File: config.mk
export PLATFORM = sky130hd
export DESIGN_NAME = fifo_wr_arb
export DESIGN_NICKNAME = d
export VERILOG_FILES = /design/src/rtl/fifo_wr_arb.sv
export SDC_FILE = /design/constraint.sdc
export NUM_CORES = 1
export LEC_CHECK = 0
export ABC_AREA = 1
export ABC_CLOCK_PERIOD_IN_PS = 2200
export BUFFER_PORTS_ARGS = -buffer_cell sky130_fd_sc_hd__buf_4
export CAP_MARGIN = 20
export CORE_MARGIN = 2
export CORE_UTILIZATION = 51
export CTS_BUF_LIST = sky130_fd_sc_hd__clkbuf_16
export CTS_CLUSTER_DIAMETER = 60
export DETAILED_ROUTE_END_ITERATION = 10
export MAX_ROUTING_LAYER = met4
export PLACE_DENSITY = 0.86
export SLEW_MARGIN = 20
export SYNTH_ARGS = -nofsm -noshare
export SYNTH_HDL_FRONTEND = slang
export SYNTH_SLANG_ARGS = --single-unit
export TNS_END_PERCENT = 30
File: constraint.sdc
create_clock -name clk -period 2.2 [get_ports clk]
set_input_delay 0.22 -clock clk [delete_from_list [all_inputs] [get_ports clk]]
set_output_delay 0.22 -clock clk [all_outputs]
set_load 0.02 [all_outputs]
File: src/rtl/fifo_wr_arb.sv
// fifo_wr_arb: round-robin arbiter that lets N_SRC word sources
// take turns writing bursts of at most BURST_MAX words into one FIFO.
module fifo_wr_arb #(
    parameter int N_SRC     = 4,
    parameter int DW        = 8,
    parameter int BURST_MAX = 16
) (
    input  logic                clk,
    input  logic                rst,
    input  logic [N_SRC-1:0]    src_req,
    input  logic [N_SRC*DW-1:0] src_data,
    input  logic [N_SRC-1:0]    src_last,
    output logic [N_SRC-1:0]    src_ack,
    input  logic                wr_full,
    output logic                wr_req,
    output logic [DW-1:0]       wr_data,
    output logic [N_SRC-1:0]    grant,
    output logic [15:0]         wr_cnt
);

    localparam int PW = (N_SRC > 1) ? $clog2(N_SRC) : 1;

    typedef enum logic {
        S_IDLE,
        S_XFER
    } state_t;

    state_t           r_state;
    logic [N_SRC-1:0] r_grant;
    logic [PW-1:0]    r_owner;
    logic [PW-1:0]    r_ptr;
    logic [7:0]       r_burst;
    logic [15:0]      r_wr_cnt;

    logic [PW:0]      w_base;
    logic [N_SRC-1:0] w_rot;
    logic [PW:0]      w_off;
    logic [PW:0]      w_sum;
    logic [PW:0]      w_idx;
    logic [PW-1:0]    w_sel;
    logic [N_SRC-1:0] w_sel_oh;
    logic             w_any;

    logic             w_own_req;
    logic             w_own_last;
    logic [DW-1:0]    w_own_data;
    logic             w_wr_req;
    logic [7:0]       w_burst_nxt;
    logic             w_cap;
    logic             w_exit;

    // Next owner: first requester at or after ptr+1, wrapping.
    always_comb begin
        w_base = {1'b0, r_ptr} + (PW+1)'(1);
        w_rot  = N_SRC'({src_req, src_req} >> w_base);
        w_off  = '0;
        for (int j = N_SRC - 1; j >= 0; j--) begin
            if (w_rot[j]) begin
                w_off = (PW+1)'(j);
            end
        end
        w_sum = w_base + w_off;
        if (w_sum >= (PW+1)'(N_SRC)) begin
            w_idx = w_sum - (PW+1)'(N_SRC);
        end else begin
            w_idx = w_sum;
        end
        w_sel    = PW'(w_idx);
        w_sel_oh = {{(N_SRC-1){1'b0}}, 1'b1} << w_sel;
        w_any    = |src_req;
    end

    // Owner's request, last flag and data, muxed by the one-hot grant.
    always_comb begin
        w_own_req  = |(src_req & r_grant);
        w_own_last = |(src_last & r_grant);
        w_own_data = '0;
        for (int i = 0; i < N_SRC; i++) begin
            if (r_grant[i]) begin
                w_own_data = src_data[i*DW +: DW];
            end
        end
    end

    assign w_wr_req    = (r_state == S_XFER) & w_own_req
                       & ~wr_full & ~rst;
    assign w_burst_nxt = r_burst + 8'd1;
    assign w_cap       = (w_burst_nxt == 8'(BURST_MAX));
    assign w_exit      = (w_wr_req & (w_own_last | w_cap))
                       | (~w_own_req & ~wr_full);

    assign wr_req  = w_wr_req;
    assign src_ack = {N_SRC{w_wr_req}} & r_grant;
    assign wr_data = (rst | ~w_own_req) ? '0 : w_own_data;
    assign grant   = rst ? '0 : r_grant;
    assign wr_cnt  = rst ? '0 : r_wr_cnt;

    // Arbitration FSM: grant in IDLE, stream the burst in XFER.
    always_ff @(posedge clk) begin
        if (rst) begin
            r_state <= S_IDLE;
            r_grant <= '0;
            r_owner <= '0;
            r_ptr   <= PW'(N_SRC - 1);
            r_burst <= '0;
        end else begin
            unique case (r_state)
                S_IDLE: begin
                    if (w_any) begin
                        r_state <= S_XFER;
                        r_owner <= w_sel;
                        r_grant <= w_sel_oh;
                        r_burst <= '0;
                    end
                end
                S_XFER: begin
                    if (w_wr_req) begin
                        r_burst <= w_burst_nxt;
                    end
                    if (w_exit) begin
                        r_state <= S_IDLE;
                        r_grant <= '0;
                        r_ptr   <= r_owner;
                    end
                end
            endcase
        end
    end

    // Running count of words written, wraps at 16 bits.
    always_ff @(posedge clk) begin
        if (rst) begin
            r_wr_cnt <= '0;
        end else if (w_wr_req) begin
            r_wr_cnt <= r_wr_cnt + 16'd1;
        end
    end

endmodule

==> flow_metrics.tcl, run 1 <==
set metrics [dict create \
    rsz0062_at_grt "false" \
    r2r_cells 6 \
    slew_headroom 0.711 \
    p_seq_frac 0.355 \
    cts.sinks 33 \
    r2r_setup_slack_ns 0.35 \
    grt-ovfl-total 0 \
    met2WireLength_um 3140 \
    synth_area_leaders "dfxtp_1 (28%), nand2_1 (13%), nor2_1 (8.6%), a21oi_1 (7.5%), o21ai_0 (6.2%)" \
    crit_end "src_ack[1]" \
    synth_cell_types 37 \
    clockBufferDepth 2 \
    postCtsSetupRepairBufs 0 \
    core_sq_mm 0.00438 \
    syn_area_sq_mm 0.00234 \
    crit_fanout 19 \
    num_rows 24 \
    drv_slew 0 \
    htree_levels 2 \
    ys.flop_type "dfxtp_1" \
    die_area_sq_mm 0.00515 \
    place_hpwl_um 4750 \
    power_density_mw_per_mm2 612 \
    die_h_um 71.8 \
    power_frac_clock 0.355 \
    top_layer "met4" \
    final_layout_size_suffix_gt1_frac 0.261 \
    ios 76 \
    critPathCaptureType "output pin" \
    place_ws_ns 0.451 \
    syn-num-nets 425 \
    regToRegEndpoint "r_wr_cnt[10]" \
    cpLargestDelayFamily "flip-flops" \
    placed_cells 496 \
    fin_ws_ns 0.217 \
    critPathBufInv 2 \
    die_width_um 71.8 \
    cap_viol_max_count 0 \
    power.share.switching 0.333 \
    yosys_warnings 0 \
    syn-instance-count 379 \
    detail_route.first_pass.iterations 5 \
    setup_violations 0 \
    ctsResizeCount 0 \
    required_ns 1.98 \
    nets 497 \
    synth_area_per_cell_sq_um 6.18 \
    ys_seq_elements 33 \
    yosysTopAreaCellShare 0.282 \
    dr_wl_met3_um 530 \
    io_buffers 75 \
    wl_per_cell_um 13.0 \
    drt_iter0_drc 161 \
    grt_start_max_net_pins 37 \
    routabilityCongestion 0.883 \
    slowest_delay_ns 0.54 \
    cts-hold-fix-buffers 0 \
    fin_setup_tns_ns 0 \
    antenna_found_initial 0 \
    track_usage 0.267 \
    numCtsBuffers 5 \
    drt-met1-wl_um 2790 \
    crit_cells 6 \
    worstPathArrival_ns 1.76 \
    final_cells 504 \
    ant_nets 0 \
    syn2layout_area_growth_pct 30.9 \
    clock_skew_ns 0.00622 \
    p_leak_nw 1.36 \
    antenna_cells 0 \
    grt_pass1_vias 2497 \
    fmax_mhz 504 \
    worst_pin_slew_ns 0.432 \
    insertion_delay_ns 0.28 \
    ys_async_sr_fraction 0 \
    finalCoreUtilization 0.699 \
    grt_pass1_wl_um 10800 \
    r2r-start "r_grant[0]" \
    finalCriticalPeriod_ns 1.98 \
    timing.final.hold_violations 0 \
    p_int_mw 1.25 \
    yosysTopAreaCell "dfxtp_1" \
    initial_utilization 0.535 \
    peakVddDrop_mv 0.537 \
    critPathKind "reg2out" \
    drc 0 \
    cts_tree "yes" \
    post-route-period-util 0.901 \
    synth-edff-count 0 \
    clockRootBuffer "clkbuf_16" \
    vias_per_cell 5.42 \
    setup.worst_path.start "r_grant[0]" \
    vias 2730 \
    drt-total-wl_um 6550 \
    share_comb_of_total_power 0.289 \
    cpMaxStageDelayCell "dfxtp_1" \
    yosysMostFrequentCell "nand2_1" \
    status "finished clean" \
    seq_area_frac_synth 0.282 \
    ys_top_cells_by_count "nand2_1 (84), nor2_1 (54), a21oi_1 (35)" \
    hold_path_class "in2reg" \
    cp_cell_sequence "a22o_1, o21ai_4, inv_2, nand2_4, nor2_1, buf_4" \
    power_switching_uw 625 \
    startpoint_type "flip-flop" \
    clkTransAtPathRegs_ns 0.05 \
]
-- area by class of cell --
| class | instances | area, sq um |
|---|---|---|
| clock buffer | 5 | 125 |
| clock inverter | 3 | 17.5 |
| inverter | 44 | 165 |
| multi-input combinational | 289 | 1450 |
| fill | 367 | 1320 |
| tap | 52 | 65.1 |
| sequential | 33 | 661 |
| timing repair buffer | 78 | 586 |
-- how the worst min path moves through the flow --
stage                 from     endpoint  slack, ns  cells past startpoint
6_report        src_req[3]      r_state       0.35                      3
5_1_grt         src_req[3]      r_state       0.37                      3
4_1_cts         src_req[3]      r_state       0.34                      3
3_5_place_dp    r_owner[1]     r_ptr[1]       0.46                      2
3_3_place_gp   r_wr_cnt[5]  r_wr_cnt[5]       0.46                      1
2_1_floorplan   r_owner[1]     r_ptr[1]       0.44                      2
-- logic make-up (layout without fill, tap and decap cells) --
group	Yosys count	in the layout	synth area share
xor+xnor	7	7	0.0262
buf+inv	57	130	0.100
flops	33	33	0.282
simple gates	203	203	0.397
compound gates	76	76	0.178
fa+ha+maj	3	3	0.0160
-- cell usage in the layout (no fill, tap or decap), drive strengths merged, types with 5 or more instances in the layout --
cell type / Yosys / routed
a21oi: 35 / 35
xor2: 7 / 7
nand3: 28 / 28
dfxtp: 33 / 33
nand2: 94 / 94
nor2: 59 / 59
nor3: 7 / 7
buf: 7 / 78
clkbuf: 6 / 5
nand4: 10 / 10
inv: 43 / 43
o21ai: 33 / 33
-- worst reg2reg max path, delay by kind of cell (launching register included) --
kind	cells	cell delay, ns
flops	1	0.54
compound gates	2	0.35
simple gates	4	0.83
-- through the flow --
| stage | hold WS (ns) | power, mW | instance area, sq um |
|---|---|---|---|
| after floorplan | 0.441 | 1.04 | 2340 |
| after detailed placement | 0.463 | 1.21 | 2920 |
| after CTS | 0.343 | 1.89 | 3070 |
| after global routing | 0.372 | 1.99 | 3070 |
| final | 0.349 | 1.88 | 3070 |
| after global placement | 0.464 | 1.20 | 2920 |
-- registers in the layout, indices dropped and copies added, names as in the netlist --
name      count
r_state       1
r_ptr         2
r_grant       4
r_burst       8
r_owner       2
r_wr_cnt     16
-- power by group through the flow --
stage	clock network (mW)	registers (mW)	logic (mW)
floorplan	0	0.659	0.382
global placement	0	0.676	0.528
detailed placement	0	0.679	0.535
CTS	0.682	0.666	0.539
global route	0.710	0.674	0.607
finish	0.667	0.668	0.543
-- per-layer routing --
| metal | global-route usage | vias to the layer above |
|---|---|---|
| li1 | - | 1383 |
| met1 | 0.296 | 1216 |
| met2 | 0.472 | 121 |
| met3 | 0.0563 | 10 |
| met4 | 0.0901 | 0 |
| met5 | - | - |
(Power assumes the default switching activity.)
==> inputs of run 2 (changes only) <==
REMOVE_ABC_BUFFERS = 1   (was not set)
SLEW_MARGIN = 5   (was 20)
==> run 2 against run 1 <==
Effect of this change:
- cell area increased by 0.78%
- worst hold slack improved by 0.0035 ns
- clock-buffer cell count unchanged
- critical path depth unchanged
- non-clock buffer count unchanged
- via count decreased by 0.33%
- sequential power about the same
- wire length rose by 1.1%
- critical path type unchanged
==> flow_metrics.tcl, run 2 (synthesized netlist as in run 1, its figures left out) <==
set metrics [dict create \
    status "finished clean" \
    drt_iter0_drc 145 \
    finalCoreUtilization 0.705 \
    die_area_sq_mm 0.00515 \
    postCtsSetupRepairBufs 0 \
    r2r_cells 14 \
    ant_nets 0 \
    grt_pass1_vias 2496 \
    clkTransAtPathRegs_ns 0.05 \
    hold-path-cell-count 3 \
    wl_per_cell_um 13.1 \
    cts_tree "yes" \
    drc 0 \
    drt-total-wl_um 6620 \
    vias 2721 \
    whs_endpoint "r_state" \
    cp_cell_sequence "a22o_1, o21ai_4, inv_2, nand2_4, nor2_1, buf_4" \
    p_leak_nw 1.37 \
    worst_pin_slew_ns 0.450 \
    crit_fanout 19 \
    drv_slew 0 \
    clockRootBuffer "clkbuf_16" \
    peakVddDrop_mv 0.363 \
    antenna_cells 0 \
    place_hpwl_um 4920 \
    ios 76 \
    post-route-period-util 0.915 \
    core_sq_mm 0.00438 \
    finalCriticalPeriod_ns 2.01 \
    setup_violations 0 \
    insertion_delay_ns 0.28 \
    htree_levels 2 \
    ctsResizeCount 0 \
    cts-hold-fix-buffers 0 \
    numCtsBuffers 5 \
    detail_route.first_pass.iterations 4 \
    io_buffers 75 \
    largest_reg_flops 16 \
    die_width_um 71.8 \
    routabilityCongestion 0.927 \
    power_density_mw_per_mm2 646 \
    antenna_found_initial 0 \
    syn2layout_area_growth_pct 31.9 \
    grt_pass1_wl_um 10800 \
    cap_viol_max_count 0 \
    largest_register "r_wr_cnt" \
    grt_start_max_net_pins 37 \
    fin_setup_tns_ns 0 \
    startpoint_type "flip-flop" \
    timing.final.hold_violations 0 \
    vias_per_cell 5.40 \
    critPathCaptureType "output pin" \
    most-common-layout-cells "nand2_1 (84), buf_4 (78), nor2_1 (54)" \
    clockBufferDepth 2 \
    cts.sinks 33 \
    hold_path_class "in2reg" \
    r2r-start "r_ptr[0]" \
    grt-ovfl-total 0 \
    critPathKind "reg2out" \
    initial_utilization 0.535 \
    slew_headroom 0.700 \
    nets 497 \
    hold_start "src_req[3]" \
    nFillCells 379 \
    reg.largest.list "r_wr_cnt: 16 flops, r_burst: 8 flops, r_grant: 4 flops" \
    rsz0062_at_grt "false" \
    fmax_mhz 497 \
    track_usage 0.272 \
    slowest_delay_ns 0.53 \
    worstPathArrival_ns 1.79 \
    final_common_cell "nand2_1" \
    cpMaxStageDelayCell "dfxtp_1" \
    regToRegEndpoint "r_grant[2]" \
    required_ns 1.98 \
    final_layout_size_suffix_gt1_frac 0.259 \
    r2r_setup_slack_ns 0.37 \
    die_h_um 71.8 \
    clock_skew_ns 0.00300 \
    num_rows 24 \
]
[run 2: changes by cell type in the layout (fill, tap and decap cells not counted)]
cell,change
clkinv_2,-2
bufinv_16,+1
clkinv_1,+1
[run 2: area by class of cell]
class,instances,area (sq um),area share
multi-input cells,289,1450,0.468
flip-flops and latches,33,661,0.214
repair buffers,78,586,0.189
inverters,44,165,0.0534
clock buffers,5,125,0.0405
well taps,52,65.1,0.0211
clock inverters,3,41.3,0.0134
[run 2: metrics by stage]
stage          cells  instance area, sq um  hold WS, ns  worst slack (ns)  total power [mW]
5_1_grt          504                  3090        0.363            0.0354              2.11
3_5_place_dp     496                  2920        0.467             0.465              1.22
3_3_place_gp     496                  2920        0.455             0.528              1.20
2_1_floorplan    366                  2270        0.289             0.567              1.02
6_report         504                  3090        0.353             0.186              2.00
4_1_cts          504                  3090        0.361             0.201              2.00
[run 2: worst max path at each step]
stage | start | to | slack [ns] | cells after the start
2_1_floorplan | r_grant[0] | r_wr_cnt[10] | 0.57 | 6
3_3_place_gp | r_grant[0] | r_wr_cnt[4] | 0.53 | 8
3_5_place_dp | r_grant[0] | r_wr_cnt[4] | 0.46 | 8
4_1_cts | r_grant[0] | src_ack[3] | 0.20 | 6
5_1_grt | r_grant[0] | src_ack[1] | 0.04 | 6
6_report | r_grant[0] | src_ack[3] | 0.19 | 6
[run 2: worst max-delay path, delay by kind of cell, from the launching register on]
kind                   cells  cell delay (ns)
AOI/OAI and AO/OA          2             0.36
buffers and inverters      2             0.31
DFF                        1             0.53
and+or+nand+nor            2             0.31
[run 2: layer usage]
layer	vias up	global-route usage	routed length (um)
met1	1217	0.303	2720
met2	107	0.468	3170
li1	1384	-	-
met4	0	0.109	166
met3	13	0.0619	562
met5	-	-	0
[run 2: where the power goes]
group          leakage [nW]  switching (mW)  internal (mW)
Clock                0.0775           0.258          0.529
Combinational          1.02           0.333          0.210
Sequential            0.268          0.0401          0.627
Total                  1.37           0.630           1.37
